[config.mk]
export PLATFORM = sky130hd
export DESIGN_NAME = uart_rx
export DESIGN_NICKNAME = d
export VERILOG_FILES = /design/src/rtl/uart_rx.sv
export SDC_FILE = /design/constraint.sdc
export NUM_CORES = 1
export LEC_CHECK = 0
export ABC_AREA = 1
export ABC_CLOCK_PERIOD_IN_PS = 1700
export CORE_UTILIZATION = 40
export DETAILED_ROUTE_END_ITERATION = 12
export GPL_ROUTABILITY_DRIVEN = 0
export PLACE_DENSITY = 0.71
export SKIP_LAST_GASP = 1
export SLEW_MARGIN = 20
export SYNTH_ARGS = -nofsm -noshare
export SYNTH_HDL_FRONTEND = slang
export SYNTH_SLANG_ARGS = --single-unit
[constraint.sdc]
create_clock -name clock -period 1.7 [get_ports clock]
set_clock_uncertainty 0.15 [all_clocks]
set_input_delay 0.34 -clock clock [delete_from_list [all_inputs] [get_ports clock]]
set_output_delay 0.34 -clock clock [all_outputs]
set_load 0.005 [all_outputs]
[src/rtl/uart_rx.sv]
// uart_rx: oversampling UART receiver.
// Frame: start bit (0), 1..16 data bits LSB first, optional parity bit, one stop bit (1).
// The serial line passes through a two-flop synchronizer. Each bit is taken at mid-bit,
// and the assembled word is presented with a one-cycle valid pulse plus parity and framing status.
// Optional build macro UART_RX_MAJORITY_VOTE_EN: each bit becomes the 2-of-3 majority of the
// synchronized line at mid-bit ticks OVERSAMPLE/2-2, -1 and +0. The decision is taken one tick later.
// OVERSAMPLE must be even and at least 4.
module uart_rx #(
    parameter int OVERSAMPLE = 16
) (
    input  logic        clock,
    input  logic        reset,
    input  logic [1:0]  parity,
    input  logic [3:0]  width,
    input  logic        in,
    output logic [15:0] bits,
    output logic        valid,
    output logic        parity_error,
    output logic        frame_error
);

    localparam int CW = $clog2(OVERSAMPLE);
    localparam logic [CW-1:0] CNT_LAST = CW'(OVERSAMPLE - 1);
`ifdef UART_RX_MAJORITY_VOTE_EN
    localparam logic [CW-1:0] CNT_SAMPLE = CW'(OVERSAMPLE / 2);
`else
    localparam logic [CW-1:0] CNT_SAMPLE = CW'(OVERSAMPLE / 2 - 1);
`endif

    typedef enum logic [2:0] {
        S_IDLE      = 3'd0,
        S_START     = 3'd1,
        S_DATA      = 3'd2,
        S_PARITY    = 3'd3,
        S_STOP      = 3'd4,
        S_WAIT_HIGH = 3'd5
    } state_t;

    // 2-of-3 majority used by the vote filter
    function automatic logic maj3(input logic a, input logic b, input logic c);
        return (a & b) | (a & c) | (b & c);
    endfunction

    logic          sync1_q, sync1_d;
    logic          sin_q, sin_d;
    logic          sin_prev_q, sin_prev_d;
    state_t        state_q, state_d;
    logic [CW-1:0] cnt_q, cnt_d;
    logic [4:0]    idx_q, idx_d;
    logic [4:0]    nbits_q, nbits_d;
    logic [1:0]    par_cfg_q, par_cfg_d;
    logic [15:0]   shift_q, shift_d;
    logic          xor_q, xor_d;
    logic          perr_q, perr_d;
    logic          valid_q, valid_d;
    logic [15:0]   bits_q, bits_d;
    logic          parity_error_q, parity_error_d;
    logic          frame_error_q, frame_error_d;

    logic          fall_s;
    logic          samp_tick_s;
    logic          samp_val_s;
    logic [CW-1:0] cnt_inc_s;

`ifdef UART_RX_MAJORITY_VOTE_EN
    // hist_q[0] holds sin one tick ago, hist_q[1] two ticks ago
    logic [1:0]    hist_q, hist_d;

    assign samp_val_s = maj3(hist_q[1], hist_q[0], sin_q);
`else
    assign samp_val_s = sin_q;
`endif

    assign fall_s      = sin_prev_q & ~sin_q;
    assign samp_tick_s = (cnt_q == CNT_SAMPLE);
    assign cnt_inc_s   = (cnt_q == CNT_LAST) ? {CW{1'b0}} : (cnt_q + CW'(1));

    // Next-state and datapath logic of the receive state machine
    always_comb begin
        sync1_d        = in;
        sin_d          = sync1_q;
        sin_prev_d     = sin_q;
        state_d        = state_q;
        cnt_d          = cnt_q;
        idx_d          = idx_q;
        nbits_d        = nbits_q;
        par_cfg_d      = par_cfg_q;
        shift_d        = shift_q;
        xor_d          = xor_q;
        perr_d         = perr_q;
        valid_d        = 1'b0;
        bits_d         = bits_q;
        parity_error_d = parity_error_q;
        frame_error_d  = frame_error_q;
`ifdef UART_RX_MAJORITY_VOTE_EN
        hist_d         = {hist_q[0], sin_q};
`endif

        case (state_q)
            S_IDLE: begin
                cnt_d = {CW{1'b0}};
                if (fall_s) begin
                    // Frame configuration is frozen here; later input changes are ignored
                    par_cfg_d = parity;
                    nbits_d   = (width == 4'd0) ? 5'd16 : {1'b0, width};
                    idx_d     = 5'd0;
                    shift_d   = 16'd0;
                    xor_d     = 1'b0;
                    perr_d    = 1'b0;
                    state_d   = S_START;
                end else begin
                    state_d = S_IDLE;
                end
            end
            S_START: begin
                // The count keeps running, so it reaches the sample point again at mid-bit
                cnt_d = cnt_inc_s;
                if (samp_tick_s) begin
                    if (samp_val_s) begin
                        state_d = S_IDLE;
                    end else begin
                        state_d = S_DATA;
                    end
                end else begin
                    state_d = S_START;
                end
            end
            S_DATA: begin
                cnt_d = cnt_inc_s;
                if (samp_tick_s) begin
                    shift_d[idx_q[3:0]] = samp_val_s;
                    xor_d               = xor_q ^ samp_val_s;
                    idx_d               = idx_q + 5'd1;
                    if ((idx_q + 5'd1) == nbits_q) begin
                        if (par_cfg_q[1]) begin
                            state_d = S_PARITY;
                        end else begin
                            state_d = S_STOP;
                        end
                    end else begin
                        state_d = S_DATA;
                    end
                end else begin
                    state_d = S_DATA;
                end
            end
            S_PARITY: begin
                cnt_d = cnt_inc_s;
                if (samp_tick_s) begin
                    perr_d  = samp_val_s ^ xor_q ^ par_cfg_q[0];
                    state_d = S_STOP;
                end else begin
                    state_d = S_PARITY;
                end
            end
            S_STOP: begin
                cnt_d = cnt_inc_s;
                if (samp_tick_s) begin
                    valid_d        = 1'b1;
                    bits_d         = shift_q;
                    parity_error_d = par_cfg_q[1] & perr_q;
                    frame_error_d  = ~samp_val_s;
                    // A good stop bit returns to IDLE at once, so back-to-back frames are received
                    if (samp_val_s) begin
                        state_d = S_IDLE;
                    end else begin
                        state_d = S_WAIT_HIGH;
                    end
                end else begin
                    state_d = S_STOP;
                end
            end
            S_WAIT_HIGH: begin
                cnt_d = {CW{1'b0}};
                if (sin_q) begin
                    state_d = S_IDLE;
                end else begin
                    state_d = S_WAIT_HIGH;
                end
            end
            default: begin
                cnt_d   = {CW{1'b0}};
                state_d = S_IDLE;
            end
        endcase
    end

    // State, synchronizer and output registers
    always_ff @(posedge clock or negedge reset) begin
        if (!reset) begin
            sync1_q        <= 1'b1;
            sin_q          <= 1'b1;
            sin_prev_q     <= 1'b1;
            state_q        <= S_IDLE;
            cnt_q          <= {CW{1'b0}};
            idx_q          <= 5'd0;
            nbits_q        <= 5'd0;
            par_cfg_q      <= 2'b00;
            shift_q        <= 16'd0;
            xor_q          <= 1'b0;
            perr_q         <= 1'b0;
            valid_q        <= 1'b0;
            bits_q         <= 16'd0;
            parity_error_q <= 1'b0;
            frame_error_q  <= 1'b0;
`ifdef UART_RX_MAJORITY_VOTE_EN
            hist_q         <= 2'b11;
`endif
        end else begin
            sync1_q        <= sync1_d;
            sin_q          <= sin_d;
            sin_prev_q     <= sin_prev_d;
            state_q        <= state_d;
            cnt_q          <= cnt_d;
            idx_q          <= idx_d;
            nbits_q        <= nbits_d;
            par_cfg_q      <= par_cfg_d;
            shift_q        <= shift_d;
            xor_q          <= xor_d;
            perr_q         <= perr_d;
            valid_q        <= valid_d;
            bits_q         <= bits_d;
            parity_error_q <= parity_error_d;
            frame_error_q  <= frame_error_d;
`ifdef UART_RX_MAJORITY_VOTE_EN
            hist_q         <= hist_d;
`endif
        end
    end

    assign bits         = bits_q;
    assign valid        = valid_q;
    assign parity_error = parity_error_q;
    assign frame_error  = frame_error_q;

endmodule

==> metrics.cfg, run 1 <==
[cts]
root_buffer=clkbuf_8
worstSkewPairLatency_ps=340
cts_tree=yes
path_clk_slew_ps=70
clk_path_buf_depth=2
htree_levels=3
clock-sinks=59
cts_buffers=9

[drt]
routed_wl_um=6410
drc=0
ant_nets=0
vias=2431
drt_first_iter_violations=126
wl_per_cell_um=13.2
dr.pass1.iters=4
viasPerCell=5.00

[synth]
synthArstFlopShare=1.00
syn-mean-instance-area_um2=8.82
synth-edff-count=0
synth_seq_area_share=0.515
syn_nets=340
ys_warn_count=0
synthFlopType=dfrtp_1
syn_area_um2=2870
ys_types=36
synth_seq_cells=59
syn_inst=326

[floorplan]
ios=28
coreArea_um2=6870
num_rows=30
dieHeight_um=86.8
initial_utilization=0.418
die_area_um2=7530
die_w_um=86.8

[placed_design]
hpwlAfterDp_um=4050
port_buffers=27

[sta]
grt_setup_unrepaired=true
drv_slew=0
relSlewSlack=0.751
max_freq_ghz=0.564
fin_crit_sh=1.04
fin_ws_ps=-72.8
tightest_slew_ps=374
final-setup-viol-count=4
setup-tns-final_ps=-128
finalCriticalPeriod_ps=1770
finalHoldViolCount=0

[global_route]
antenna_found_initial=0
track_usage=0.184
grt_pass1_wl_um=10500
grt_max_degree=60
grt_pass1_vias=2284
grt.overflow.total=0

[pwr]
power_per_cell_area_nw_per_um2=1060
power.leakage_nw=2.11
vdd_ir_drop_max_mv=0.416
finalPower_mw=4.01

[cells_and_area]
seqCellArea_um2=1480
drive_above_1_share=0.228
antenna-diode-count=0
area_growth_pct=31.6
fill_cells=636
multiInputGateArea_um2=1260
nets=399

[worst_setup_path]
crit_path_top_delay_cell=dfrtp_1
crit_path_end_kind=flop
crit_arrival_ps=1850
timing_worst_setup_path_type=flop to flop
crit_fanout=9
critPathMaxStageDelay_ps=370
worstPathCellList=ha_2, nand2_2, nor2_4, inv_4, nor2_8, nor2_8, buf_4, o21ai_1, o31ai_1
cp.required_ps=1780
crit_path_frequent_cell=nor2_8
cp-start-kind=flop

[status]
violations=negative setup slack
status=finished, violations left

[min_path]
hold_class=flop to flop

[run]
drv_cap=0

==> final timing paths <==
kind / startpoint / endpoint / slack (ps) / depth (start not counted)
max: cnt_q[0] / shift_q[1] / -70 / 9
min: sin_d / samp_val_s / 210 / 0
max reg2reg: cnt_q[0] / shift_q[1] / -70 / 9
min reg2reg: sin_d / samp_val_s / 210 / 0
max in group asynchronous: reset / sin_prev_q / 720 / 3
min in group asynchronous: reset / bits[5] / 370 / 3
==> worst max-delay path: cells and delay by family, from the launching register on <==
kind,cells,cell delay [ps]
simple gates,4,500
flops,1,370
buf+inv,2,230
compound gates,2,210
fa+ha+maj,1,200
==> routing by layer <==
metal  GRT usage  wire [um]  part of all wire
met5           0          0                 0
met4      0.0818         84             0.013
met3      0.0543        343             0.054
met2       0.287       3180              0.50
met1       0.237       2800              0.44
==> metrics by stage <==
step | instances | instance area [um2] | hold slack, ps | util | worst slack [ps]
finish | 486 | 3780 | 207 | 0.551 | -72.8
CTS | 476 | 3610 | 208 | 0.525 | -23.9
detailed placement | 453 | 3320 | 198 | 0.484 | -33.1
global placement | 453 | 3320 | 197 | 0.484 | 26.7
global route | 486 | 3780 | 218 | 0.551 | -121
floorplan | 326 | 2870 | -106 | - | 73.2
==> cell families after synthesis <==
family,Yosys count,share of synthesized area
XOR/XNOR,4,0.0122
buffers and inverters,44,0.0714
adder cells (fa/ha/maj),5,0.0218
AO/OA/AOI/OAI,63,0.135
flip-flops,59,0.515
AND/OR/NAND/NOR,151,0.245
==> report_power, final <==
part           switching, mW  total [mW]  leakage (nW)  internal, mW
registers              0.143        1.71         0.789          1.57
clock network          0.547        1.45         0.113         0.903
logic                  0.519       0.845          1.21         0.326
==> layout make-up <==
cell class              count  area share
well taps                  96      0.0318
inverters                  32      0.0337
clock inverters             4      0.0192
flip-flops and latches     59       0.392
repair buffers             59       0.149
clock buffers              12      0.0410
multi-input cells         224       0.333
==> cells in the mapped netlist, types with 3 or more instances <==
cell type  number  share of area
inv_2           5         0.0065
o22ai_1         6          0.013
ha_1            5          0.022
nand2_1        98           0.13
dfstp_2         3          0.027
a21oi_1        10          0.017
a31oi_1         9          0.020
nor2_1         13          0.017
o21ai_1         9          0.016
buf_2           6          0.010
dfrtp_1        56           0.49
xor2_1          3         0.0091
o21ai_0        12          0.021
nor2_4          4          0.016
o31ai_1        11          0.029
nand3_1        17          0.030
nand4_1         7          0.015
nor3_1          4         0.0070
inv_1          25          0.033
buf_6           3          0.012
==> registers in the layout, indices dropped and copies added, names as in the netlist <==
name and count:
valid 1, bits 16, state_q 3, par_cfg_q 2, frame_error 1, idx_q 5
sin_prev_q 1, shift_q 16, samp_val_s 1, perr_q 1, sin_d 1, xor_q 1
cnt_q 4, parity_error 1, nbits_q 5
==> timing repair <==
item | 4_1_cts | 5_1_grt
hold endpoints to repair | 56 | 0
pin swaps | 1 | 7
buffers inserted | 5 | 10
gates resized for setup | 4 | 35
setup endpoints to repair | 13 | 38
gates cloned | 1 | 0
hold buffers | 1 | 0
==> layout by cell type, fill, tap and decap left out, types with 3 or more instances in the layout <==
| cell type | synthesis | routed |
|---|---|---|
| a21oi_1 | 10 | 9 |
| a31oi_1 | 9 | 9 |
| buf_4 | 1 | 29 |
| clkbuf_8 | 0 | 11 |
| clkdlybuf4s50_1 | 0 | 8 |
| dfrtp_1 | 56 | 54 |
| dfstp_2 | 3 | 3 |
| dlygate4sd2_1 | 0 | 4 |
| dlymetal6s2s_1 | 0 | 14 |
| inv_1 | 25 | 21 |
| inv_2 | 5 | 8 |
| inv_4 | 2 | 3 |
| nand2_1 | 98 | 95 |
| nand2_2 | 2 | 5 |
| nand3_1 | 17 | 16 |
| nand4_1 | 7 | 7 |
| nor2_1 | 13 | 12 |
| nor2_4 | 4 | 5 |
| nor3_1 | 4 | 4 |
| o21ai_0 | 12 | 11 |
| o21ai_1 | 9 | 8 |
| o21ai_2 | 1 | 3 |
| o22ai_1 | 6 | 6 |
| o31ai_1 | 11 | 11 |
| xor2_1 | 3 | 3 |
Power figures use the tool's default switching activity.
==> inputs of run 2 (changes only) <==
--- a/config.mk
+++ b/config.mk
@@ -11,6 +11,8 @@
 export DETAILED_ROUTE_END_ITERATION = 12
 export GPL_ROUTABILITY_DRIVEN = 0
 export PLACE_DENSITY = 0.71
+export SETUP_SLACK_MARGIN = 0.05
+export SKIP_CTS_REPAIR_TIMING = 1
 export SKIP_LAST_GASP = 1
 export SLEW_MARGIN = 20
 export SYNTH_ARGS = -nofsm -noshare
==> metrics.cfg, run 2 (synthesis gave the netlist of run 1 again) <==
[drt]
drc=0
wl_per_cell_um=13.5
drt_first_iter_violations=124
viasPerCell=5.02
routed_wl_um=6650
ant_nets=0
dr.pass1.iters=5
vias=2482

[placed_design]
port_buffers=27
dp_cells=453
hpwlAfterDp_um=4050

[floorplan]
initial_utilization=0.418
ios=28
num_rows=30
die_w_um=86.8
dieHeight_um=86.8
coreArea_um2=6870
die_area_um2=7530

[sta]
tightest_slew_ps=406
final-setup-viol-count=14
max_freq_ghz=0.557
fin_crit_sh=1.06
relSlewSlack=0.729
drv_slew=0
grt_setup_unrepaired=true
finalCriticalPeriod_ps=1800
fin_ws_ps=-96.3
finalHoldViolCount=0

[cts]
worstSkewPairLatency_ps=350
clk_path_buf_depth=2
cts_buffers=9
path_clk_slew_ps=70
cts_tree=yes
root_buffer=clkbuf_8
htree_levels=3
clock-sinks=59

[cells_and_area]
fill_cells=602
final_cell_mix=93 x nand2_1, 54 x dfrtp_1, 34 x buf_4
drive_above_1_share=0.276
nets=407
area_growth_pct=37.3
antenna-diode-count=0
stdcell_count=494
final_common_cell=nand2_1

[pwr]
combPwrFrac=0.224
p_clk_frac=0.357
finalPower_mw=4.09
power.leakage_nw=2.23
p_switching_mw=1.24
power_per_cell_area_nw_per_um2=1040
seqPwrFrac=0.420
p_int_mw=2.85
vdd_ir_drop_max_mv=0.418
swShare=0.303

[worst_setup_path]
timing_worst_setup_path_type=flop to flop
crit_path_end_kind=flop
crit_arrival_ps=1880
crit_fanout=9
cp.required_ps=1780
cp-start-kind=flop

[global_route]
track_usage=0.179
grt_pass1_wl_um=10200
grt_pass1_vias=2248
grt.overflow.total=0
grt_max_degree=60
antenna_found_initial=0

[run]
drv_cap=0

[status]
status=finished, violations left
violations=negative setup slack

[min_path]
hold_class=flop to flop

[run 2: changes by cell type in the layout (fill, tap and decap cells not counted), moves of 3 or more]
cell,change
buf_4,+5
dlygate4sd2_1,-4
dlymetal6s2s_1,+5
o21ai_2,+3
o22ai_1,-3
o22ai_2,+3
[run 2: metal layers]
layer	part of all wire	vias to the layer above	global-route usage	wire, um
met5	0	-	0	0
met1	0.45	1167	0.231	3000
li1	-	1229	-	-
met2	0.48	73	0.278	3200
met4	0.021	0	0.0788	138
met3	0.046	13	0.0543	306
[run 2: final cells by class]
cell class	count	area, um2	share of cell area
clock buffers	12	155	0.0393
clock inverters	4	72.6	0.0184
inverters	32	133	0.0336
multi-input cells	224	1310	0.333
flip-flops and latches	59	1480	0.376
well taps	96	120	0.0304
repair buffers	67	669	0.170
[run 2: power groups by stage]
stage | logic (mW) | clock network, mW | registers [mW]
floorplan | 0.567 | 0 | 1.69
global placement | 0.717 | 0 | 1.72
detailed placement | 0.739 | 0 | 1.73
CTS | 0.745 | 1.48 | 1.70
global route | 1.03 | 1.55 | 1.73
finish | 0.913 | 1.46 | 1.72
[run 2: per-stage QoR]
stage / util / hold slack (ps) / setup slack (ps) / TNS (ps) / cell area (um2)
after floorplan: - / -106 / 73.2 / 0 / 2870
after global placement: 0.484 / 197 / 26.7 / 0 / 3320
after detailed placement: 0.484 / 198 / -33.1 / -90.2 / 3320
after CTS: 0.517 / -152 / -51.7 / -207 / 3550
after global routing: 0.574 / 219 / -150 / -2350 / 3950
final: 0.574 / 206 / -96.3 / -673 / 3950
[run 2: path summary, 6_finish.rpt]
path	from	to	slack [ps]	depth (start not counted)
min in group asynchronous	reset	bits[12]	370	3
hold / removal	sin_d	samp_val_s	210	0
setup reg to reg	cnt_q[0]	shift_q[14]	-100	9
max in group asynchronous	reset	sin_prev_q	720	3
setup / recovery	cnt_q[0]	shift_q[14]	-100	9
hold reg to reg	sin_d	samp_val_s	210	0
[run 2: worst max-delay path: stages (launching register included)]
cell,delay (ps)
dfrtp_1,370
ha_2,200
nand2_2,80
nor2_4,160
inv_6,80
nor2_8,200
nor2_8,80
buf_4,150
o21ai_2,140
o31ai_2,70
